**src/rtl/page_stream_pkg.sv**
```systemverilog
// Shared stream definitions for page queue front-ends: state encoding, pointer helper, token layout.
// A stream token is packed as {d, e}, so the eos flag sits at bit TOK_E_BIT and data occupies the bits above it.
package page_stream_pkg;

    localparam int PTR_W     = 3;
    localparam int TOK_E_BIT = 0;

    typedef enum logic [1:0] {
        ST_RUN   = 2'd0,
        ST_FLUSH = 2'd1,
        ST_DONE  = 2'd2
    } state_e;

    function automatic logic [PTR_W-1:0] rr_next(input logic [PTR_W-1:0] ptr, input int nin);
        if (int'(ptr) >= nin - 1) return '0;
        return ptr + 1'b1;
    endfunction

endpackage

```
**src/rtl/rr_grant.sv**
```systemverilog
// NIN-way round-robin priority encoder: first set request at or above ptr, wrapping to index 0.
// Purely combinational; one-hot gnt, encoded gnt_id and an any-request flag.
module rr_grant
    import page_stream_pkg::*;
#(
    parameter int NIN = 2
) (
    input  logic [NIN-1:0]   req,
    input  logic [PTR_W-1:0] ptr,
    output logic [NIN-1:0]   gnt,
    output logic [PTR_W-1:0] gnt_id,
    output logic             any
);

    always_comb begin
        gnt    = '0;
        gnt_id = '0;
        any    = 1'b0;
        // First pass covers ptr..NIN-1, second pass wraps around from 0.
        for (int i = 0; i < NIN; i++) begin
            if (!any && req[i] && (i >= int'(ptr))) begin
                any    = 1'b1;
                gnt[i] = 1'b1;
                gnt_id = PTR_W'(i);
            end
        end
        for (int i = 0; i < NIN; i++) begin
            if (!any && req[i]) begin
                any    = 1'b1;
                gnt[i] = 1'b1;
                gnt_id = PTR_W'(i);
            end
        end
    end

endmodule

```
**src/rtl/page_qin_rr_arbiter.sv**
```systemverilog
// Merges NIN producer streams into one page queue input with round-robin fairness, optional grant lock and eos coalescing.
// One register stage (1-cycle latency, full throughput); out_b with a held token stalls every producer via in_b.
module page_qin_rr_arbiter
    import page_stream_pkg::*;
#(
    parameter int WIDTH     = 16,
    parameter int NIN       = 2,
    parameter int LOCK      = 0,
    parameter int MERGE_EOS = 1
) (
    input  logic                 clock,
    input  logic                 reset,
    input  logic [NIN*WIDTH-1:0] in_d,
    input  logic [NIN-1:0]       in_e,
    input  logic [NIN-1:0]       in_v,
    output logic [NIN-1:0]       in_b,
    output logic [WIDTH-1:0]     out_d,
    output logic                 out_e,
    output logic                 out_v,
    input  logic                 out_b
);

    state_e           state_q, state_d;
    logic [PTR_W-1:0] ptr_q, ptr_d;
    logic [NIN-1:0]   done_q, done_d;
    logic             lock_valid_q, lock_valid_d;
    logic [PTR_W-1:0] lock_id_q, lock_id_d;
    logic [WIDTH:0]   obuf_q, obuf_d;
    logic             ovld_q, ovld_d;

    logic [NIN-1:0]   req, gnt, lock_mask;
    logic [PTR_W-1:0] gnt_id;
    logic             any, accept, xfer, sel_e;
    logic [WIDTH-1:0] sel_d;

    always_comb begin
        for (int i = 0; i < NIN; i++) lock_mask[i] = (lock_id_q == PTR_W'(i));
        req = in_v & ~done_q;
        if ((LOCK != 0) && lock_valid_q) req = req & lock_mask;
    end

    rr_grant #(.NIN(NIN)) u_rr_grant (
        .req    (req),
        .ptr    (ptr_q),
        .gnt    (gnt),
        .gnt_id (gnt_id),
        .any    (any)
    );

    always_comb begin
        sel_d = '0;
        for (int i = 0; i < NIN; i++) begin
            if (gnt[i]) sel_d = in_d[i*WIDTH +: WIDTH];
        end
        sel_e = |(in_e & gnt);
    end

    assign accept = (state_q == ST_RUN) && (!ovld_q || !out_b);
    assign xfer   = any && accept;
    assign in_b   = reset ? '1 : ~(gnt & {NIN{accept}});

    assign out_d  = obuf_q[WIDTH:1];
    assign out_e  = obuf_q[TOK_E_BIT];
    assign out_v  = ovld_q;

    always_comb begin
        state_d      = state_q;
        ptr_d        = ptr_q;
        done_d       = done_q;
        lock_valid_d = lock_valid_q;
        lock_id_d    = lock_id_q;
        obuf_d       = obuf_q;
        ovld_d       = ovld_q;
        if (ovld_q && !out_b) ovld_d = 1'b0;
        case (state_q)
            ST_RUN: begin
                if (xfer) begin
                    ptr_d = rr_next(gnt_id, NIN);
                    if (sel_e) done_d = done_q | gnt;
                    if (LOCK != 0) begin
                        if (!sel_e) begin
                            lock_valid_d = 1'b1;
                            lock_id_d    = gnt_id;
                        end else if (lock_valid_q && (lock_id_q == gnt_id)) begin
                            lock_valid_d = 1'b0;
                        end
                    end
                    // Absorbed eos tokens never reach the output register.
                    if (!(sel_e && (MERGE_EOS != 0))) begin
                        obuf_d = {sel_d, sel_e};
                        ovld_d = 1'b1;
                    end
                    if (&done_d) state_d = (MERGE_EOS != 0) ? ST_FLUSH : ST_DONE;
                end
            end
            ST_FLUSH: begin
                if (!ovld_q || !out_b) begin
                    obuf_d  = {WIDTH'(0), 1'b1};
                    ovld_d  = 1'b1;
                    state_d = ST_DONE;
                end
            end
            default: ;
        endcase
    end

    always_ff @(posedge clock) begin
        if (reset) begin
            state_q      <= ST_RUN;
            ptr_q        <= '0;
            done_q       <= '0;
            lock_valid_q <= 1'b0;
            lock_id_q    <= '0;
            obuf_q       <= '0;
            ovld_q       <= 1'b0;
        end else begin
            state_q      <= state_d;
            ptr_q        <= ptr_d;
            done_q       <= done_d;
            lock_valid_q <= lock_valid_d;
            lock_id_q    <= lock_id_d;
            obuf_q       <= obuf_d;
            ovld_q       <= ovld_d;
        end
    end

endmodule

```
**config.mk**
```make
export PLATFORM = sky130hd
export DESIGN_NAME = page_qin_rr_arbiter
export DESIGN_NICKNAME = d
export VERILOG_FILES = /design/src/rtl/page_stream_pkg.sv /design/src/rtl/rr_grant.sv /design/src/rtl/page_qin_rr_arbiter.sv
export SDC_FILE = /design/constraint.sdc
export NUM_CORES = 1
export LEC_CHECK = 0
export ABC_AREA = 0
export CORE_ASPECT_RATIO = 0.75
export CORE_MARGIN = 1
export CORE_UTILIZATION = 35
export DETAILED_ROUTE_END_ITERATION = 7
export GPL_TIMING_DRIVEN = 0
export PLACE_DENSITY = 0.71
export SYNTH_ARGS = -nofsm -noshare
export SYNTH_HDL_FRONTEND = slang
export SYNTH_SLANG_ARGS = --single-unit
export TNS_END_PERCENT = 20
```
**constraint.sdc**
```tcl
create_clock -name clock -period 1.6 [get_ports clock]
set_input_delay 0.24 -clock clock [delete_from_list [all_inputs] [get_ports clock]]
set_output_delay 0.24 -clock clock [all_outputs]
set_load 0.01 [all_outputs]
```
; ---- Word-level counts from Yosys, hierarchy flattened
; Index checks and enable logic that the tools add are counted.
[word_totals]
register_bits = 25
inputBits = 39
out_inout_bits = 20
word_cells = 75
[classes]
n_addsub = 1
order_cmp = 3
eq_ne = 5
muxes = 34
bitwise_logic = 6
reduce_logical = 21
[op_table]
columns = operator, n
row1 = 17-bit 2-to-1 mux, 3
row2 = 17-bit case mux with 2 select lines, 1
row3 = 16-bit 2-to-1 mux, 2
row4 = 1-bit 2-to-1 mux, 17
row5 = 2-bit 2-to-1 mux, 7
row6 = 1-bit logical AND, 8
row7 = 4-bit AND reduction, 2
row8 = 2-bit bitwise AND, 3
row9 = 1-bit by 3-bit greater-or-equal comparator with 1-bit output (first input constant), 2
row10 = 3-bit 2-to-1 mux, 2
row11 = 2-bit != test (second input constant), 3
row12 = 1-bit logical NOT, 5
row13 = 2-bit inverter, 2
row14 = 2-bit case mux with 2 select lines, 1
row15 = 2-bit AND reduction, 2
row16 = 3-bit by 1-bit adder with 3-bit output (second input constant), 1
row17 = 3-bit by 1-bit greater-or-equal comparator with 1-bit output (second input constant), 1
row18 = 2-bit by 1-bit == test with 1-bit output (second input constant), 1
row19 = 2-bit logical NOT, 1
row20 = 2-bit by 1-bit != test with 1-bit output (second input constant), 1
row21 = 2-bit bitwise OR, 1
row22 = 1-bit case mux with 2 select lines, 1
row23 = 2-bit nonzero test, 1
row24 = 2-bit OR reduction, 1
row25 = 1-bit logical OR, 1

; ---- Longest topological paths before layout
[depth]
depth_word = 23
ltp_mapped = 7
mapped_depth_nobuf = 4

; ---- Hierarchy
; A second synthesis with hierarchy kept.
[hier_totals]
hier_cells = 179
area_unflattened_um2 = 1532.7
[by_module_without_submodules]
columns = module, instances, cells_per_inst, area_per_inst_um2, seq_area_each_um2
row1 = page_qin_rr_arbiter, 1, 170, 1477.7, 500.5
row2 = rr_grant, 1, 9, 55.1, 0.0

; ---- Worst setup path after synthesis
; OpenSTA, ideal clock, no wires.
[synth_timing]
path_kind = register -> register
start = register ovld_q, in the netlist out_v
end = register obuf_q[10]
setup_time_ns = 0.122
arrival_time_ns = 1.431
required_time_ns = 1.478
slack_ns = 0.048
path_stages_with_launch = 7
n_path_buf = 2
synth_period_minus_slack_ns = 1.552
cell_sequence = dfxtp_1 a211o_1 a21o_1 a22o_1 buf_6 buf_6 mux2i_1
[synth_via]
elab_chain_len = 6
elab_cells_between_ends = 7
cone_classes = eq/ne: 2 / reduce/logical: 5
[synth_rtl]
columns = item, line_no
row1 = "start, declared", page_qin_rr_arbiter.sv:29  ; logic ovld_q, ovld_d;
row2 = "start signal, assigned", page_qin_rr_arbiter.sv:123  ; ovld_q <= ovld_d;
row3 = 1-bit logical NOT *, "page_qin_rr_arbiter.sv:58, page_qin_rr_arbiter.sv:97"
row4 = 1-bit logical OR *, "page_qin_rr_arbiter.sv:58, page_qin_rr_arbiter.sv:97"
row5 = 1-bit logical AND, page_qin_rr_arbiter.sv:58  ; assign accept = (state_q == ST_RUN) && (!ovld_q || !out_b);
row6 = 1-bit logical AND, page_qin_rr_arbiter.sv:59  ; assign xfer = any && accept;
row7 = 2-bit != test (no source line), --
row8 = 4-bit AND reduction (no source line) *, --
row9 = "end signal, assigned", page_qin_rr_arbiter.sv:122  ; obuf_q <= obuf_d;
row10 = "end, declared", page_qin_rr_arbiter.sv:28  ; logic [WIDTH:0] obuf_q, obuf_d;
; Every way passes the cells marked *; elsewhere a longest branch is shown, timed or not.
; A chain may end at the register's enable or synchronous reset.

; ---- Worst setup path after layout
[layout_timing]
start = register done_q[0]
end = output in_b[0]
[layout_via]
elab_chain_len = 14
[layout_rtl]
columns = item, line_no
row1 = "start, declared", page_qin_rr_arbiter.sv:25  ; logic [NIN-1:0] done_q, done_d;
row2 = "start signal, assigned", page_qin_rr_arbiter.sv:119  ; done_q <= done_d;
row3 = 2-bit inverter *, page_qin_rr_arbiter.sv:38  ; req = in_v & ~done_q;
row4 = 2-bit bitwise AND *, page_qin_rr_arbiter.sv:38
row5 = 1-bit logical AND, rr_grant.sv:21  ; if (!any && req[i] && (i >= int'(ptr))) begin
row6 = 1-bit 2-to-1 mux, rr_grant.sv:21
row7 = 1-bit logical NOT, rr_grant.sv:21
row8 = 1-bit logical AND (2 in a row), rr_grant.sv:21
row9 = 1-bit 2-to-1 mux, rr_grant.sv:21
row10 = 1-bit logical NOT, rr_grant.sv:28  ; if (!any && req[i]) begin
row11 = 1-bit logical AND, rr_grant.sv:28
row12 = 1-bit 2-to-1 mux *, rr_grant.sv:28
row13 = 2-bit bitwise AND *, page_qin_rr_arbiter.sv:60  ; assign in_b = reset ? '1 : ~(gnt & {NIN{accept}});
row14 = 2-bit inverter *, page_qin_rr_arbiter.sv:60
row15 = 2-bit 2-to-1 mux *, page_qin_rr_arbiter.sv:60
row16 = "end, declared", page_qin_rr_arbiter.sv:16  ; output logic [NIN-1:0] in_b,
; Marked as above.

==> results.yml <==
status:
  status: "finished, violations left"
  violations: "setup timing"
worst_hold_path:
  min_path_type: "primary input to flip-flop"
  min_delay_worst_endpoint: "obuf_q[3]"
  hold_depth: 3
  worstHoldStart: "reset"
critical_path:
  reg2regPathDepth: 7
  critical_path.max_stage_delay_ns: 0.49
  crit_chain: "nand2b_4 > buf_6 > or4_1 > buf_2"
  timing.rr.start: "done_q[1]"
  cpMaxStageDelayCell: "or4_1"
  worstReg2RegEnd: "obuf_q[9]"
  rrSetupSlack_ns: -0.11
  end_kind: "output port"
  arrival_ns: 1.51
  critPathKind: "flip-flop to output port"
  crit_required_ns: 1.36
  worstPathMaxFanout: 5
  cp-start-kind: "flip-flop"
flow_run:
  cap_violations: 0
final_layout:
  syn_to_final_growth_pct: 70.7
  fillers: 318
  drive_gt1_frac: 0.216
  nets: 276
  ff_latch_area_um2: 470
  n_antenna_cell: 0
  multi_input_comb_area_um2: 843
  final_util: 0.625
synthesis:
  ys_types: 24
  syn-num-nets: 192
  yosys_warnings: 0
  synth.most_common_cell: "nor3b_1"
  ys.flop_type: "dfxtp_1"
  synth_seq_cells: 23
  syn_area_per_cell_um2: 8.77
  synth-async-reset-ratio: 0
  syn_inst: 153
  yosys-top-cells-count: "nor3b_1 (32), dfxtp_1 (23), nand2b_1 (19), o21ai_0 (19), mux2i_1 (16)"
  seq_area_frac_synth: 0.343
  netlist_area_um2: 1340
  ys_top_cells_by_area: "dfxtp_1 (34%), nor3b_1 (18%), mux2i_1 (12%), nand2b_1 (8.9%), o21ai_0 (7.1%)"
  synth_top_area_frac: 0.343
  synth_top_area_cell: "dfxtp_1"
  synth_edf_count: 0
timing:
  final.setup_skew_ns: 0.00253
  setup_violations: 18
  relSlewSlack: 0.771
  worst_slack_ns: -0.148
  timing.fmax_mhz: 572
  rsz0062_at_grt: "true"
  hold_slack_ns: 0.476
  slew_violations: 0
  period_needed_ns: 1.75
  tightest_slew_ns: 0.343
  hold_viol: 0
  final.period_utilization: 1.09
grt:
  grt.total_usage: 0.206
  grt_pass1_vias: 1419
  overflow: 0
  antenna_found_initial: 0
  grt_max_degree: 13
  grt_pass1_wl_mm: 6.49
power_and_ir_drop:
  powerDensity_nw_per_um2: 897
  p_leak_nw: 0.901
  max-vdd-ir-drop_v: 0.000710
placed_design:
  hpwl_mm: 2.88
  place.port_buffers: 58
  gp_congestion: 0.743
clocking:
  cts_tree: "yes"
  ctsHoldBuffers: 0
  cts_buffer_depth: 2
  clk_pin_slew_ns: 0.08
  cts_buffers: 3
  clock-sinks: 23
  cts_root_buf: "clkbuf_8"
  htreeDepth: 1
  clk_latency_ns: 0.26
detailed_routing:
  num_vias: 1437
  ant_nets: 0
  wl_mm: 4.26
  via_per_inst: 4.99
  dr.pass1.iters: 4
  wl_per_cell_um: 14.8
  drtIter0Drc: 45
  drc_errors: 0
floorplan:
  ioPinCount: 59
  start_util: 0.366
  dieArea_um2: 4090
  coreArea_um2: 3660
  die_w_um: 73.5
  rows: 19
  die-height_um: 55.6
==> kinds of logic (layout without fill, tap and decap cells) <==
family	Yosys count	count (layout)	share of synthesized area
mux	16	16	0.119
buf+inv	12	95	0.0541
flops	23	23	0.343
simple gates	70	70	0.350
compound gates	32	32	0.133
==> worst max-delay path by stage <==
stage / start / to / slack [ns]
floorplan: out_v / obuf_q[10] / 0.05
global placement: in_v[1] / in_b[0] / -0.66
detailed placement: in_v[1] / in_b[0] / -0.67
CTS: state_q[1] / in_b[0] / -0.21
global route: done_q[0] / in_b[0] / -0.22
finish: done_q[0] / in_b[0] / -0.15
==> metal layers <==
layer | part of all wire | routed length (um) | global-route usage | up-vias
li1 | - | - | - | 708
met4 | 0.012 | 50 | 0.0495 | 0
met5 | 0 | 0 | 0 | -
met3 | 0.060 | 254 | 0.0562 | 6
met2 | 0.48 | 2050 | 0.342 | 57
met1 | 0.45 | 1910 | 0.264 | 666
==> layout make-up <==
| type | count | share of cell area |
|---|---|---|
| Clock buffer | 4 | 0.0197 |
| Timing Repair Buffer | 80 | 0.339 |
| Multi-Input combinational cell | 118 | 0.368 |
| Tap cell | 52 | 0.0284 |
| Buffer | 11 | 0.0388 |
| Sequential cell | 23 | 0.205 |
==> timing repair <==
action                     in CTS  in global routing
resized for setup              32                 15
setup endpoints to repair      20                 18
cloned                          1                  0
hold endpoints to repair        0                  0
setup buffers                  14                  7
pin swaps                       5                  4
==> worst max-delay path, delay by kind of cell, from the launching register on <==
kind | cells | cell delay [ns]
buffers and inverters | 2 | 0.27
DFF | 1 | 0.35
and+or+nand+nor | 2 | 0.62
==> flip-flops by register name (all words and copies together) (netlist names) <==
signal and flops:
ptr_q 1, done_q 2, obuf_q 17, out_v 1, state_q 2
==> cell usage in the layout (no fill, tap or decap), drive strengths merged, types with 8 or more instances in the layout <==
cell type / netlist / layout
nand2b: 19 / 19
clkbuf: 6 / 10
nor2: 8 / 8
clkdlybuf4s50: 0 / 52
dfxtp: 23 / 23
a21oi: 8 / 8
o21ai: 19 / 19
mux2i: 16 / 16
nor3b: 33 / 33
buf: 6 / 29
==> per-stage QoR <==
stage	worst slack [ns]	area, um^2	power [mW]	TNS, ns	instances
after floorplan	0.0479	1340	1.13	0	153
after global placement	-0.659	1990	1.42	-9.08	263
after detailed placement	-0.673	1990	1.44	-10.85	263
after CTS	-0.205	2200	1.99	-0.466	281
after global routing	-0.221	2290	2.16	-2.48	288
final	-0.148	2290	2.05	-1.54	288
==> power breakdown <==
part           switching (mW)  leakage, nW  internal, mW
Sequential             0.0431        0.191         0.654
Combinational           0.407        0.687         0.591
Clock                   0.182       0.0228         0.178
Power figures use the tool's default switching activity.
